<file path="src/rtl/pipe_stage_buf.sv">
// pipe_stage_buf: pipeline stage register with a two-entry skid buffer.
// A main entry drives the D-side outputs; a skid entry absorbs the one extra
// instruction that can arrive while the downstream stage is stalled. readyC is
// taken straight from the skid valid flop, so there is no combinational stall
// path back upstream. All state changes on the falling edge of CLK.
// Optional feature macro: STAGE_BUF_PERF_EN builds saturating stall and flush
// counters; without it stall_cnt and flush_cnt read as zero.
module pipe_stage_buf #(
    parameter int PC_W    = 13,
    parameter int INST_W  = 32,
    parameter int STATE_W = 2,
    parameter int CNT_W   = 16
) (
    input  logic               CLK,
    input  logic               RST,
    input  logic               validC,
    output logic               readyC,
    input  logic [PC_W-1:0]    pcC,
    input  logic [INST_W-1:0]  instC,
    input  logic [STATE_W-1:0] stateC,
    input  logic               fail_predict,
    output logic               validD,
    input  logic               readyD,
    output logic [PC_W-1:0]    pcD,
    output logic [INST_W-1:0]  instD,
    output logic [STATE_W-1:0] stateD,
    output logic [CNT_W-1:0]   stall_cnt,
    output logic [CNT_W-1:0]   flush_cnt
);

    logic               main_vld;
    logic [PC_W-1:0]    main_pc;
    logic [INST_W-1:0]  main_inst;
    logic [STATE_W-1:0] main_st;

    logic               skid_vld;
    logic [PC_W-1:0]    skid_pc;
    logic [INST_W-1:0]  skid_inst;
    logic [STATE_W-1:0] skid_st;

    logic accept;
    logic transfer;

    assign readyC   = !skid_vld;
    assign accept   = validC && readyC;
    assign transfer = main_vld && readyD;

    assign validD = main_vld;
    assign pcD    = main_pc;
    assign instD  = main_inst;
    assign stateD = main_st;

    // Main/skid entries: reset and flush empty both; a transfer refills main from
    // the older skid entry first, otherwise from the incoming offer.
    always_ff @(negedge CLK) begin
        if (RST || fail_predict) begin
            main_vld  <= 1'b0;
            main_pc   <= '0;
            main_inst <= '0;
            main_st   <= '0;
            skid_vld  <= 1'b0;
            skid_pc   <= '0;
            skid_inst <= '0;
            skid_st   <= '0;
        end else if (transfer) begin
            if (skid_vld) begin
                main_vld  <= 1'b1;
                main_pc   <= skid_pc;
                main_inst <= skid_inst;
                main_st   <= skid_st;
                skid_vld  <= 1'b0;
                skid_pc   <= '0;
                skid_inst <= '0;
                skid_st   <= '0;
            end else if (accept) begin
                main_vld  <= 1'b1;
                main_pc   <= pcC;
                main_inst <= instC;
                main_st   <= stateC;
            end else begin
                main_vld  <= 1'b0;
                main_pc   <= '0;
                main_inst <= '0;
                main_st   <= '0;
            end
        end else if (accept) begin
            if (!main_vld) begin
                main_vld  <= 1'b1;
                main_pc   <= pcC;
                main_inst <= instC;
                main_st   <= stateC;
            end else begin
                skid_vld  <= 1'b1;
                skid_pc   <= pcC;
                skid_inst <= instC;
                skid_st   <= stateC;
            end
        end
    end

`ifdef STAGE_BUF_PERF_EN
    function automatic logic [CNT_W-1:0] sat_inc(input logic [CNT_W-1:0] v);
        return (&v) ? v : v + {{(CNT_W-1){1'b0}}, 1'b1};
    endfunction

    // Performance counters: count stalled-output edges and flush edges, saturating.
    always_ff @(negedge CLK) begin
        if (RST) begin
            stall_cnt <= '0;
            flush_cnt <= '0;
        end else begin
            if (main_vld && !readyD) stall_cnt <= sat_inc(stall_cnt);
            if (fail_predict)        flush_cnt <= sat_inc(flush_cnt);
        end
    end
`else
    assign stall_cnt = '0;
    assign flush_cnt = '0;
`endif

endmodule
</file>
<file path="config.mk">
export PLATFORM = sky130hd
export DESIGN_NAME = pipe_stage_buf
export DESIGN_NICKNAME = d
export VERILOG_FILES = /design/src/rtl/pipe_stage_buf.sv
export SDC_FILE = /design/constraint.sdc
export NUM_CORES = 1
export LEC_CHECK = 0
export CELL_PAD_IN_SITES_DETAIL_PLACEMENT = 0
export CELL_PAD_IN_SITES_GLOBAL_PLACEMENT = 2
export CORE_MARGIN = 1
export CORE_UTILIZATION = 28
export DETAILED_ROUTE_END_ITERATION = 10
export GPL_ROUTABILITY_DRIVEN = 0
export GPL_TIMING_DRIVEN = 0
export PLACE_DENSITY_LB_ADDON = 0.25
export RECOVER_POWER = 50
export REMOVE_ABC_BUFFERS = 1
export SYNTH_ARGS = -nofsm -noshare
export SYNTH_HDL_FRONTEND = slang
export SYNTH_SLANG_ARGS = --single-unit
</file>
<file path="constraint.sdc">
create_clock -name CLK -period 2.18 [get_ports CLK]
set_input_delay 0.218 -clock CLK [delete_from_list [all_inputs] [get_ports CLK]]
set_output_delay 0.218 -clock CLK [all_outputs]
set_load 0.02 [all_outputs]
</file>
Word level (Yosys, flattened, before mapping)
Cells that the tools add are included.
{"block": "word_totals", "inputBits": 52, "reg_bits": 96, "elab_cells": 51}
{"block": "op_classes", "eq_ne": 2, "reduce_logical": 10, "mux": 31}
{"cell": "2-to-1 mux 32 bit", "n": 9}
{"cell": "2-to-1 mux 13 bit", "n": 9}
{"cell": "2-to-1 mux 2 bit", "n": 9}
{"cell": "2-to-1 mux 1 bit", "n": 4}
{"cell": "AND reduction 2 bit", "n": 2}
{"cell": "nonzero test 2 bit", "n": 2}
{"cell": "AND reduction 3 bit", "n": 1}
{"cell": "logical AND 1 bit", "n": 2}
{"cell": "!= test 2 x 1 -> 1 bit (second input constant)", "n": 1}
{"cell": "!= test 2 bit (second input constant)", "n": 1}
{"cell": "OR reduction 2 bit", "n": 1}
{"cell": "logical NOT 1 bit", "n": 1}
{"cell": "logical OR 1 bit", "n": 1}

Depth between registers and ports, before layout
{"block": "depth", "depth_word": 5, "depth_mapped": 6, "ltp_nobuf": 3}

==> summary by stage <==
Status
The flow ran to the end, but the final reports show violations. The checks that failed: setup timing.

CTS
The hold buffer count at cts is 0. Buffers inserted during clock tree synthesis total 9. In this run the number of H-tree levels came out at 3.

Clock-pin slew was measured on the worst setup and hold paths at around 0.030 ns. CTS saw 96 sinks. The clock latency at the later pin of the worst-skew pair is approximately 0.42 ns. The clock passes through at most 2 buffers. The CTS tree is built.

The root buffer cell is sky130_fd_sc_hd__clkbuf_16.

Routing
The remaining design rule violation count is 0. The first routing iteration left roughly 250 violations. Dividing the detail-routed wire length by the instance count gives approximately 17 um.

Using the TritonRoute via totals, the vias-per-cell ratio works out to 4.78. Wires add up to 15,300 um. Once detail routing completed, the nets flagged for antenna violations numbered 0.

The via total after detailed routing is between 4,000 and 5,000. The first TritonRoute pass finished after 4 iterations.

Place
The cell area reported after detailed placement is 0.00533 mm2. The pre-CTS worst setup slack is -1.47 ns. The wire-length estimate of the detail-placed layout is ~7100 um. The number of port buffers is 100.

Final layout
The proportion of layout cells with a drive suffix above 1 is 26.1%. In the layout the commonest cells are sky130_fd_sc_hd__inv_1 (145), sky130_fd_sc_hd__nand2_1 (134), sky130_fd_sc_hd__a21oi_1 (49), sky130_fd_sc_hd__buf_6 (49), sky130_fd_sc_hd__o21ai_0 (48). The area growth from synthesis to layout is 51.2%. The post-route cell area is roughly 0.0065 mm2.

The area taken by flip-flops and latches is about 0.002 mm2. The commonest non-fill, non-tap cell in the layout is sky130_fd_sc_hd__inv_1. The final standard cell utilization of the core is 44.1%. The number of fill cells in the layout is 1,518. The number of antenna diodes in the final layout is 0. The multi-input combinational cells in the finished layout cover a total of between 0.002 and 0.0025 mm2.

The layout net count is between 700 and 800.

Setup path
The biggest fanout along the worst timing path is 2. For the worst setup path, the data required time is a little under 2 ns. The worst register-to-register path begins at validD. The worst reg-to-reg setup slack is between 0.5 and 0.6 ns. STA classifies the critical path startpoint as a register. At the worst endpoint, the arrival time is 1.98 ns.

The worst register-to-register path ends at pcD[10]. The endpoint type of the worst setup path is an output pin. The count of cells along the worst register-to-register path is 5. The class of the most critical setup path is reg -> out.

Timing
Setup repair after global routing could not meet its margin everywhere. The relative slew slack is a little under two thirds. The number of pins with negative max-slew slack in the final report is 0.

The slack of the critical path is -0.0218 ns. At the pin with the least slew margin, the transition time is 0.541 ns. The hold violation count in the final report is 0.

The final total negative setup slack is -0.0370 ns. Setup violations remaining at the end of the flow were counted as 3. The clock arrives with between 0.01 and 0.015 ns of skew.

Global routing
In the global route stage, overall resource usage came out at between 10% and 20%. The via count of the first global-routing pass is ~4,200. The total overflow left after global routing is 0. The first-pass GRT wire length is around 22,000 um.

The pin count of the biggest net entering global routing is 36. The initial antenna violation count is 0.

Hold path
Counting instances, the worst hold path has a depth of 2. The worst hold path terminates at skid_inst[6]. The origin of the worst min-delay path is skid_inst[6].

The type of the worst min-delay path is reg -> reg.

Pwr
The maximum ir drop on the vdd rail is around 0.52 mV. The analysis attributes to cell leakage a power of roughly 0.0027 uW. The power per standard cell area is about 770 mW/mm2.

Synthesis
The mean cell area of the mapped netlist is a little over 8 um2. After synthesis the cells add up to between 0.004 and 0.005 mm2. The total of warnings raised by yosys is 0.

Counting every instance in the synthesized netlist gives between 500 and 600. The total of flip-flops plus latches after synthesis is 96. The number of distinct library cells after synthesis is 22. The register area share after synthesis is between 40 and 50%.

Die
During I/O placement, the number of pins put on the boundary was between 100 and 150. After floorplanning, the core was divided into 44 placement rows. The total area inside the core boundary comes to 0.0148 mm2.

The initial cell density of the core is between 20% and 30%. The width of the chip is roughly 130 um. The die extent in y is between 100 and 150 um. The die covers roughly 0.016 mm2.

Run
The max-cap violation count is 0.
[logic make-up (layout without fill, tap and decap cells)]
kind of cell / after synthesis / after routing / share of synthesized area (%)
buffers and inverters: 125 / 285 / 15.6
and+or+nand+nor: 152 / 161 / 14.2
DFF: 96 / 96 / 44.6
other: 1 / 32 / 0.0871
AOI/OAI and AO/OA: 146 / 149 / 25.5
[final cells by class]
type | instances | share of cell area [%]
clock inverter | 103 | 7.20
tap | 184 | 3.54
timing repair buffer | 124 | 20.3
sequential | 96 | 30.5
inverter | 49 | 2.82
clock buffer | 9 | 3.46
multi-input combinational | 342 | 32.2
[cell usage after synthesis (all sizes together)]
master	count	share of area (%)
a21oi	49	5.7
nand3	9	1.0
dfxtp	96	45
o21ai	48	5.6
conb	1	0.087
clkbuf	14	1.2
nand2b	1	0.32
and4bb	1	0.29
nor2	3	0.26
nand4bb	1	0.26
a211oi	1	0.17
a221oi	47	14
nand2	136	12
buf	61	10
or2	1	0.15
o21a	1	0.17
inv	50	4.4
[sequential cells by signal, indices dropped and copies added (netlist names)]
register   cells
validD         1
skid_vld       1
stateD         2
skid_inst     32
instD         32
pcD           13
skid_st        2
skid_pc       13
[report_power, final]
| group | leakage [uW] | switching, uW | internal [uW] | total, uW |
|---|---|---|---|---|
| Clock | 0.000670 | 1130 | 1340 | 2470 |
| Combinational | 0.00120 | 386 | 281 | 667 |
| Sequential | 0.000801 | 30.9 | 1820 | 1850 |
[metal layers]
layer | routed length (um) | track usage (%) | share of wire [%]
met5 | 0 | 0 | 0
met4 | 75 | 8.36 | 0.49
met3 | 1010 | 8.24 | 6.6
met1 | 6610 | 19.7 | 43
met2 | 7600 | 31.1 | 50
[critical path: stages (launching register included)]
cell	delay, ns
sky130_fd_sc_hd__dfxtp_4	0.34
sky130_fd_sc_hd__inv_2	0.03
sky130_fd_sc_hd__buf_6	0.12
[worst max-delay path by stage]
stage,to,cells after the start,start
finish,readyC,2,skid_vld
global route,readyC,2,skid_vld
CTS,pcD[3],4,readyD
detailed placement,skid_inst[10],5,readyD
global placement,pcD[2],4,validC
floorplan,instD[22],3,validC
[metrics by stage]
stage | hold WS [ns] | total power [uW] | std cells
after floorplan | 0.433 | 2410 | 476
after global placement | 0.438 | 2690 | 760
after detailed placement | 0.443 | 2710 | 766
after CTS | 0.448 | 5110 | 895
after global routing | 0.459 | 5360 | 907
final | 0.445 | 4990 | 907
[what timing repair did]
item | in CTS | in global routing
gates cloned | 8 | 5
resized for setup | 361 | 13
buffers inserted | 10 | 8
pin swaps | 19 | 3
setup endpoints to repair | 144 | 135
No activity file was read; power rests on OpenSTA's default activity.
